--- src/rtl/hazard_scoreboard.sv ---
// Hazard detection for the 5-stage RISC-V pipeline: per-register writer counters
// for RAW/WAW stalls plus a control-hazard FSM. HAZARD_SCOREBOARD_PERF_EN adds perf counters.
module hazard_scoreboard #(
    parameter int NREG         = 32,
    parameter int REG_AW       = 5,
    parameter int MAX_INFLIGHT = 3,
    parameter int RF_BYPASS    = 1,
    localparam int CW          = $clog2(MAX_INFLIGHT + 1)
) (
    input  logic              clk,
    input  logic              rst_n,
    input  logic              id_valid,
    input  logic [31:0]       id_inst,
    input  logic              issue,
    input  logic              wb_en,
    input  logic [REG_AW-1:0] wb_rd,
    input  logic              br_resolve,
    input  logic              br_taken,
    output logic              stall_data,
    output logic              stall_ctrl,
    output logic              flush_id,
    output logic [NREG-1:0]   busy_mask,
    output logic [REG_AW-1:0] hazard_rd
`ifdef HAZARD_SCOREBOARD_PERF_EN
    ,
    output logic [31:0]       perf_data_stalls,
    output logic [31:0]       perf_ctrl_stalls,
    output logic [31:0]       perf_flushes
`endif
);

    typedef enum logic {RUN, WAIT} state_e;

    state_e                  state_q, state_d;
    logic                    flush_q, flush_d;
    logic [NREG-1:0][CW-1:0] cnt_q, cnt_d;

    logic [6:0]        opc;
    logic [REG_AW-1:0] rs1, rs2, rd;
    logic              use_rs1, use_rs2, has_rd, is_ctrl;
    logic [CW-1:0]     c_rs1, c_rs2, c_rd;
    logic              pend_rs1, pend_rs2, sat_rd, accept;

    assign opc = id_inst[6:0];
    assign rs1 = REG_AW'(id_inst[19:15]);
    assign rs2 = REG_AW'(id_inst[24:20]);
    assign rd  = REG_AW'(id_inst[11:7]);

    always_comb begin
        use_rs1 = 1'b0;
        use_rs2 = 1'b0;
        has_rd  = 1'b0;
        case (opc)
            7'b0110011:                         begin use_rs1 = 1'b1; use_rs2 = 1'b1; has_rd = 1'b1; end
            7'b0010011, 7'b0000011, 7'b1100111: begin use_rs1 = 1'b1; has_rd = 1'b1; end
            7'b0100011, 7'b1100011:             begin use_rs1 = 1'b1; use_rs2 = 1'b1; end
            7'b0110111, 7'b0010111, 7'b1101111: has_rd = 1'b1;
            default: ;
        endcase
    end

    assign is_ctrl = (opc == 7'b1100011) || (opc == 7'b1101111) || (opc == 7'b1100111);

    // Explicit lookup so NREG < 2**REG_AW reads as an idle register, not out of range.
    always_comb begin
        c_rs1 = '0;
        c_rs2 = '0;
        c_rd  = '0;
        for (int r = 1; r < NREG; r++) begin
            if (rs1 == REG_AW'(r)) c_rs1 = cnt_q[r];
            if (rs2 == REG_AW'(r)) c_rs2 = cnt_q[r];
            if (rd  == REG_AW'(r)) c_rd  = cnt_q[r];
        end
    end

    // A last outstanding writer retiring this cycle is forwarded by the write-through RF.
    always_comb begin
        pend_rs1 = use_rs1 && (c_rs1 != '0) &&
                   !((RF_BYPASS != 0) && wb_en && (wb_rd == rs1) && (c_rs1 == CW'(1)));
        pend_rs2 = use_rs2 && (c_rs2 != '0) &&
                   !((RF_BYPASS != 0) && wb_en && (wb_rd == rs2) && (c_rs2 == CW'(1)));
        sat_rd   = has_rd && (rd != '0) && (c_rd == CW'(MAX_INFLIGHT));
    end

    assign stall_data = id_valid && (pend_rs1 || pend_rs2 || sat_rd);
    assign stall_ctrl = (state_q == WAIT);
    assign accept     = issue && id_valid && !stall_data && !stall_ctrl;
    assign flush_id   = flush_q;

    always_comb begin
        hazard_rd = '0;
        if (id_valid) begin
            if (pend_rs1)      hazard_rd = rs1;
            else if (pend_rs2) hazard_rd = rs2;
            else if (sat_rd)   hazard_rd = rd;
        end
    end

    always_comb begin
        logic inc, dec;
        cnt_d = cnt_q;
        for (int r = 0; r < NREG; r++) begin
            inc = accept && has_rd && (rd != '0) && (rd == REG_AW'(r));
            dec = wb_en && (wb_rd != '0) && (wb_rd == REG_AW'(r)) && (cnt_q[r] != '0);
            if (inc && !dec)      cnt_d[r] = cnt_q[r] + CW'(1);
            else if (dec && !inc) cnt_d[r] = cnt_q[r] - CW'(1);
        end
        busy_mask = '0;
        for (int r = 0; r < NREG; r++) busy_mask[r] = (cnt_q[r] != '0);
    end

    always_comb begin
        state_d = state_q;
        flush_d = 1'b0;
        case (state_q)
            RUN:  if (accept && is_ctrl) state_d = WAIT;
            WAIT: if (br_resolve) begin
                      state_d = RUN;
                      flush_d = br_taken;
                  end
            default: state_d = RUN;
        endcase
    end

    always_ff @(posedge clk) begin
        if (!rst_n) begin
            state_q <= RUN;
            flush_q <= 1'b0;
            cnt_q   <= '0;
        end else begin
            state_q <= state_d;
            flush_q <= flush_d;
            cnt_q   <= cnt_d;
        end
    end

`ifdef HAZARD_SCOREBOARD_PERF_EN
    logic [31:0] pdata_q, pctrl_q, pflush_q;

    always_ff @(posedge clk) begin
        if (!rst_n) begin
            pdata_q  <= '0;
            pctrl_q  <= '0;
            pflush_q <= '0;
        end else begin
            if (stall_data && (pdata_q  != 32'hFFFF_FFFF)) pdata_q  <= pdata_q  + 32'd1;
            if (stall_ctrl && (pctrl_q  != 32'hFFFF_FFFF)) pctrl_q  <= pctrl_q  + 32'd1;
            if (flush_id   && (pflush_q != 32'hFFFF_FFFF)) pflush_q <= pflush_q + 32'd1;
        end
    end

    assign perf_data_stalls = pdata_q;
    assign perf_ctrl_stalls = pctrl_q;
    assign perf_flushes     = pflush_q;
`endif

endmodule
--- config.mk ---
export PLATFORM = sky130hd
export DESIGN_NAME = hazard_scoreboard
export DESIGN_NICKNAME = d
export VERILOG_FILES = /design/src/rtl/hazard_scoreboard.sv
export SDC_FILE = /design/constraint.sdc
export NUM_CORES = 1
export LEC_CHECK = 0
export ABC_AREA = 1
export CAP_MARGIN = 40
export CELL_PAD_IN_SITES_DETAIL_PLACEMENT = 1
export CELL_PAD_IN_SITES_GLOBAL_PLACEMENT = 2
export CORE_MARGIN = 2
export CORE_UTILIZATION = 34
export CTS_CLUSTER_DIAMETER = 40
export DETAILED_ROUTE_END_ITERATION = 6
export DONT_BUFFER_PORTS = 1
export PLACE_DENSITY_LB_ADDON = 0.1
export SYNTH_ARGS = -nofsm -noshare
export SYNTH_HDL_FRONTEND = slang
export SYNTH_SLANG_ARGS = --single-unit
--- constraint.sdc ---
create_clock -name clk -period 4.6 [get_ports clk]
set_clock_uncertainty 0.05 [all_clocks]
set_input_delay 0.92 -clock clk [delete_from_list [all_inputs] [get_ports clk]]
set_output_delay 0.92 -clock clk [all_outputs]
set_load 0.1 [all_outputs]
# --- Word-level counts from Yosys, hierarchy flattened ---
# Index checks and enable logic that the tools add are counted.
# Widths: inputs -> output; s select.
totals:
  ff_bits: 66
  out_inout_bits: 40
  elab_cells: 728
op_classes:
  addsub: 64
  eq_ne: 138
  muxes: 167
  bitwise: 1
  reduce_logical: 324
op_table:
  columns: ["op", "count"]
  rows:
  - ["$eq 5x5->1 const B", 64]
  - ["$mux 2", 157]
  - ["$logic_and 1x1->1", 178]
  - ["$eq 5x4->1 const B", 32]
  - ["$reduce_bool 2->1", 66]
  - ["$eq 5x3->1 const B", 16]
  - ["$logic_not 1->1", 68]
  - ["$add 2x1->2 const B", 32]
  - ["$sub 2x1->2 const B", 32]
  - ["$eq 5x2->1 const B", 8]
  - ["$eq 7x6->1 const B", 3]
  - ["$eq 7x7->1 const B", 3]
  - ["$eq 5x1->1 const B", 4]
  - ["$mux 5", 4]
  - ["$eq 7x5->1 const B", 2]
  - ["$eq 5x5->1", 2]
  - ["$logic_not 5->1", 2]
  - ["$reduce_bool 5->1", 2]
  - ["$eq 7x2->1 const B", 1]
  - ["$reduce_or 7->1", 1]
  - ["$reduce_or 6->1", 1]
  - ["$mux 1", 5]
  - ["$eq 2x1->1 const B", 2]
  - ["$logic_or 1x1->1", 4]
  - ["5 further kinds", 5]

# --- Longest topological paths before layout ---
logic_depth:
  word_depth: 49
  ltp_mapped: 38

# --- Worst setup path after synthesis ---
# Ideal clock, no wire load.
synth_timing:
  path_type: "input-to-output"
  from: "input port id_inst[16]"
  to: "output port hazard_rd[0]"
  t_arrival_ns: 4.378
  t_required_ns: 3.630
  setup_slack_ns: -0.748
  cell_stages: 28
  n_path_buf: 2
  path_cell_list: "clkbuf_2 -> inv_1 -> nor2_2 -> nand2_1 -> nor2_1 -> nand2_1 -> nand2_1 -> nand4_1 -> nand2_1 -> nand4_1 -> nand2_1 -> nand2_1 -> nand2_1 -> nand4_1 -> nand2_1 -> nand2_1 -> nand2_1 -> nand2_1 -> nand2_1 -> nand3_1 -> nand2_1 -> nand3_1 -> nand2_1 -> nand2_1 -> nand2_1 -> clkbuf_1 -> o21ai_0 -> a31oi_1"
synth_between:
  elab_chain_len: 38
synth_lines:
  columns: ["item", "line_no", "source"]
  rows:
  - ["start, declared", "13", "input logic [31:0] id_inst,"]
  - ["$eq 5x1->1", "70", "if (rs1 == REG_AW'(r)) c_rs1 = cnt_q[r];"]
  - ["$mux 2 (31 in a row)", "70", null]
  - ["$eq 2x1->1", "79", "!((RF_BYPASS != 0) && wb_en && (wb_rd == rs1) && (c_rs1 == CW'(1)));"]
  - ["$logic_and 1x1->1", "79", null]
  - ["$logic_not 1->1", "79", null]
  - ["$logic_and 1x1->1 (*)", "78", "pend_rs1 = use_rs1 && (c_rs1 != '0) &&"]
  - ["$mux 5 (*)", "93", "if (pend_rs1) hazard_rd = rs1;"]
  - ["$mux 5 (*)", "92", "if (id_valid) begin"]
  - ["end, declared", "23", "output logic [REG_AW-1:0] hazard_rd"]
# Every way passes the cells marked *; elsewhere a longest branch is shown, timed or not.

# --- Worst setup path in the final report ---
layout_timing:
  from: "input port id_inst[21]"
  to: "output port hazard_rd[0]"
layout_between:
  elab_chain_len: 39
layout_lines:
  columns: ["item", "line_no", "source"]
  rows:
  - ["$eq 5x1->1", "71", "if (rs2 == REG_AW'(r)) c_rs2 = cnt_q[r];"]
  - ["$mux 2 (31 in a row)", "71", null]
  - ["$eq 2x1->1", "81", "!((RF_BYPASS != 0) && wb_en && (wb_rd == rs2) && (c_rs2 == CW'(1)));"]
  - ["$logic_and 1x1->1", "81", null]
  - ["$logic_not 1->1", "81", null]
  - ["$logic_and 1x1->1 (*)", "80", "pend_rs2 = use_rs2 && (c_rs2 != '0) &&"]
  - ["$mux 5 (*)", "94", "else if (pend_rs2) hazard_rd = rs2;"]
  - ["$mux 5 (*)", "93", null]
  - ["$mux 5 (*)", "92", null]
# Marked as above.

==> run metrics <==
final instance area 8690 um^2; Detailed Route Iter0 Violations 443; CP Class in2out; Seq/Total Area, Yosys 21.0%; CP required 3630 ps; Clock Tree Buf Depth 2; final-report setup violation count 2; clk_lat worst skew 350 ps; GP Congestion 0.988; TritonRoute pass-1 iters 5; Peak VDD IR 0.197 mV; failing checks setup timing; Hold WS 377 ps; total number of vias 8030; starting density of the core 34.9%; Ports 84; crit path time final 4610 ps; Yosys top cell area share 21.0%; worst-margin pin slew 818 ps; type of destination of the critical path output pin; Layout area overhead 38.2%; CP arrival 3640 ps; vias in the first global route 8008; Worst-path clk slew 60 ps; Die ar. 19600 um^2; DRC 0; Hold Vio Cnt, Final 0; outcome finished, violations left; clock sink count 66; final wirelength 29.1 mm; crit path max fanout 8; Vias/cell 5.44; # diodes 0; Die W 140 um; Final ANT Viol Nets 0; RSZ-0062 raised after global routing true; register bit total from synthesis 66; setup slack after layout -9.26 ps; H-tree depth 3; CTS tree yes; Total GRT Usage 29.8%; row count 49; initial antenna violation count 0; DP HPWL 23.5 mm; DP Area 8050 um^2; Avg Cell Area, Syn 5.75 um^2; HP Class reg2reg; final global-route overflow total 0; first-pass GRT wire length 44.9 mm; cell area after synthesis 6290 um^2; Synth cell types 32; Clock Tree Root clkbuf_16; slew margin rel. 45.4%; number of buffers added on ports 0; Peak Freq 0.217 GHz; Gate Count Post-Synth 1093; syn_nets 1169; power per cell area 170 nW/um^2; Synth warnings 0; Yosys top cell by area dfxtp_1; Worst setup SP type input port; Util after Layout 48.2%; hold_buf cts 0; core area 18000 um^2; drt wl/cell 19.7 um; setup TNS -17.4 ps; Die Ht 140 um; total CTS buffers 9; Max Cap Viol 0; fin crit share 100%; Slew Limit Fails 0; Synth area leaders dfxtp_1 21%, nand2_1 16%, inv_1 9.0%, a21oi_1 8.4%, o21ai_0 7.6%; largest net degree at the start of global routing 52; fraction of layout cells with a size suffix above 1 23.3%; Nets 1320; Finished Layout Cells 1476; placed cells 1454; LEAKAGE 3.61 nW
## cell type report
type | count | area (um^2)
multi-input cells | 843 | 4550
clock inverters | 3 | 17.5
fillers | 2425 | 9340
repair buffers | 164 | 1650
flip-flops and latches | 66 | 1320
well taps | 229 | 287
inverters | 160 | 621
clock buffers | 11 | 243
## per-stage QoR
stage,total power [W],setup slack (ps)
4_1_cts,0.00147,-6.58
6_report,0.00147,-9.26
3_3_place_gp,0.000802,-144
2_1_floorplan,0.000719,-169
5_1_grt,0.00152,-260
3_5_place_dp,0.000806,-182
## routing by layer
metal | global-route usage (%) | share of wire [%] | up-vias
met2 | 50.9 | 47 | 199
met5 | 0 | 0 | -
met3 | 5.13 | 4.9 | 57
met1 | 38.2 | 45 | 3841
met4 | 9.42 | 2.9 | 0
li1 | - | - | 3933
## cell usage in the layout (no fill, tap or decap), types with 3 or more instances in the layout
master	n
a31oi_4	3
a21oi_1	95
buf_12	9
nor2_4	16
ha_1	32
nor2_2	49
inv_4	3
nand2_1	252
buf_4	122
nor3_1	22
o21ai_1	58
clkbuf_16	9
nor2_1	100
o21ai_0	37
nand3_1	43
buf_16	5
inv_2	8
a31oi_1	3
dfxtp_1	66
xor2_1	15
nor3_2	3
a221oi_1	4
nor4_1	5
nand2_2	10
nand4_1	59
buf_8	26
nand2_4	4
a21oi_2	10
inv_1	147
o22ai_1	7
a21o_1	3
## synthesized netlist by cell type, drive strengths merged
library cell / instances
nand2: 266
nor2: 165
inv: 159
a21oi: 105
o21ai: 96
dfxtp: 66
nand4: 59
nand3: 46
ha: 32
nor3: 26
clkbuf: 15
xor2: 15
buf: 9
a31oi: 7
o22ai: 7
nor4: 5
a221oi: 4
a21o: 3
and3: 2
o31ai: 2
a211oi: 1
a31o: 1
clkinv: 1
o211ai: 1
## state kept, by name, indices dropped and copies added, names as in the netlist
signal and flops:
stall_ctrl 1, flush_id 1, cnt_q 64
## cell families (layout without fill, tap and decap cells)
logic type,count (synthesis),count (layout),share of synthesized area (%)
buffers and inverters,184,338,11.6
flip-flops,66,66,21.0
AND/OR/NAND/NOR,569,569,39.9
adder cells (fa/ha/maj),32,32,6.37
XOR/XNOR,15,15,2.09
AO/OA/AOI/OAI,227,227,18.9
## timing repair
| item | in CTS | in global routing |
|---|---|---|
| gates resized for setup | 37 | 109 |
| endpoints found under the setup margin | 6 | 51 |
| endpoints found under the hold margin | 0 | 0 |
| gates cloned | 0 | 0 |
| pin swaps | 22 | 21 |
| setup buffers | 6 | 5 |
## critical path, stage by stage
cell and delay (ps):
inv_1 40, nor2_2 60, nand3_1 70, nor2_1 50
nor3_2 230, nand4_1 120, nand2_1 80, nand3_1 90
nand2_1 100, nand3_1 80, nand2_1 80, nand4_1 80
nor2_1 110, nand4_1 100, nand2_1 80, nand4_1 90
nand2_1 90, nand4_1 70, nor2_1 90, nand4_1 230
nand2_4 210, buf_4 130, nand2_2 60, a31oi_4 180
buf_12 190
## power breakdown
group | switching, W | internal [W]
registers | 0.000000461 | 0.000572
clock network | 0.000282 | 0.000372
logic | 0.000160 | 0.0000855
## path summary, 6_finish.rpt
kind / start / cells after the start / slack (ps) / to
hold reg to reg: cnt_q[1]$_SDFFE_PN0P_ / 2 / 380 / cnt_q[1]$_SDFFE_PN0P_
hold / removal: cnt_q[1]$_SDFFE_PN0P_ / 2 / 380 / cnt_q[1]$_SDFFE_PN0P_
setup / recovery: id_inst[21] / 25 / -9 / hazard_rd[0]
setup reg to reg: cnt_q[6]$_SDFFE_PN0P_ / 30 / 540 / cnt_q[3]$_SDFFE_PN0P_
Note: power is estimated with default switching activity, not from simulation.
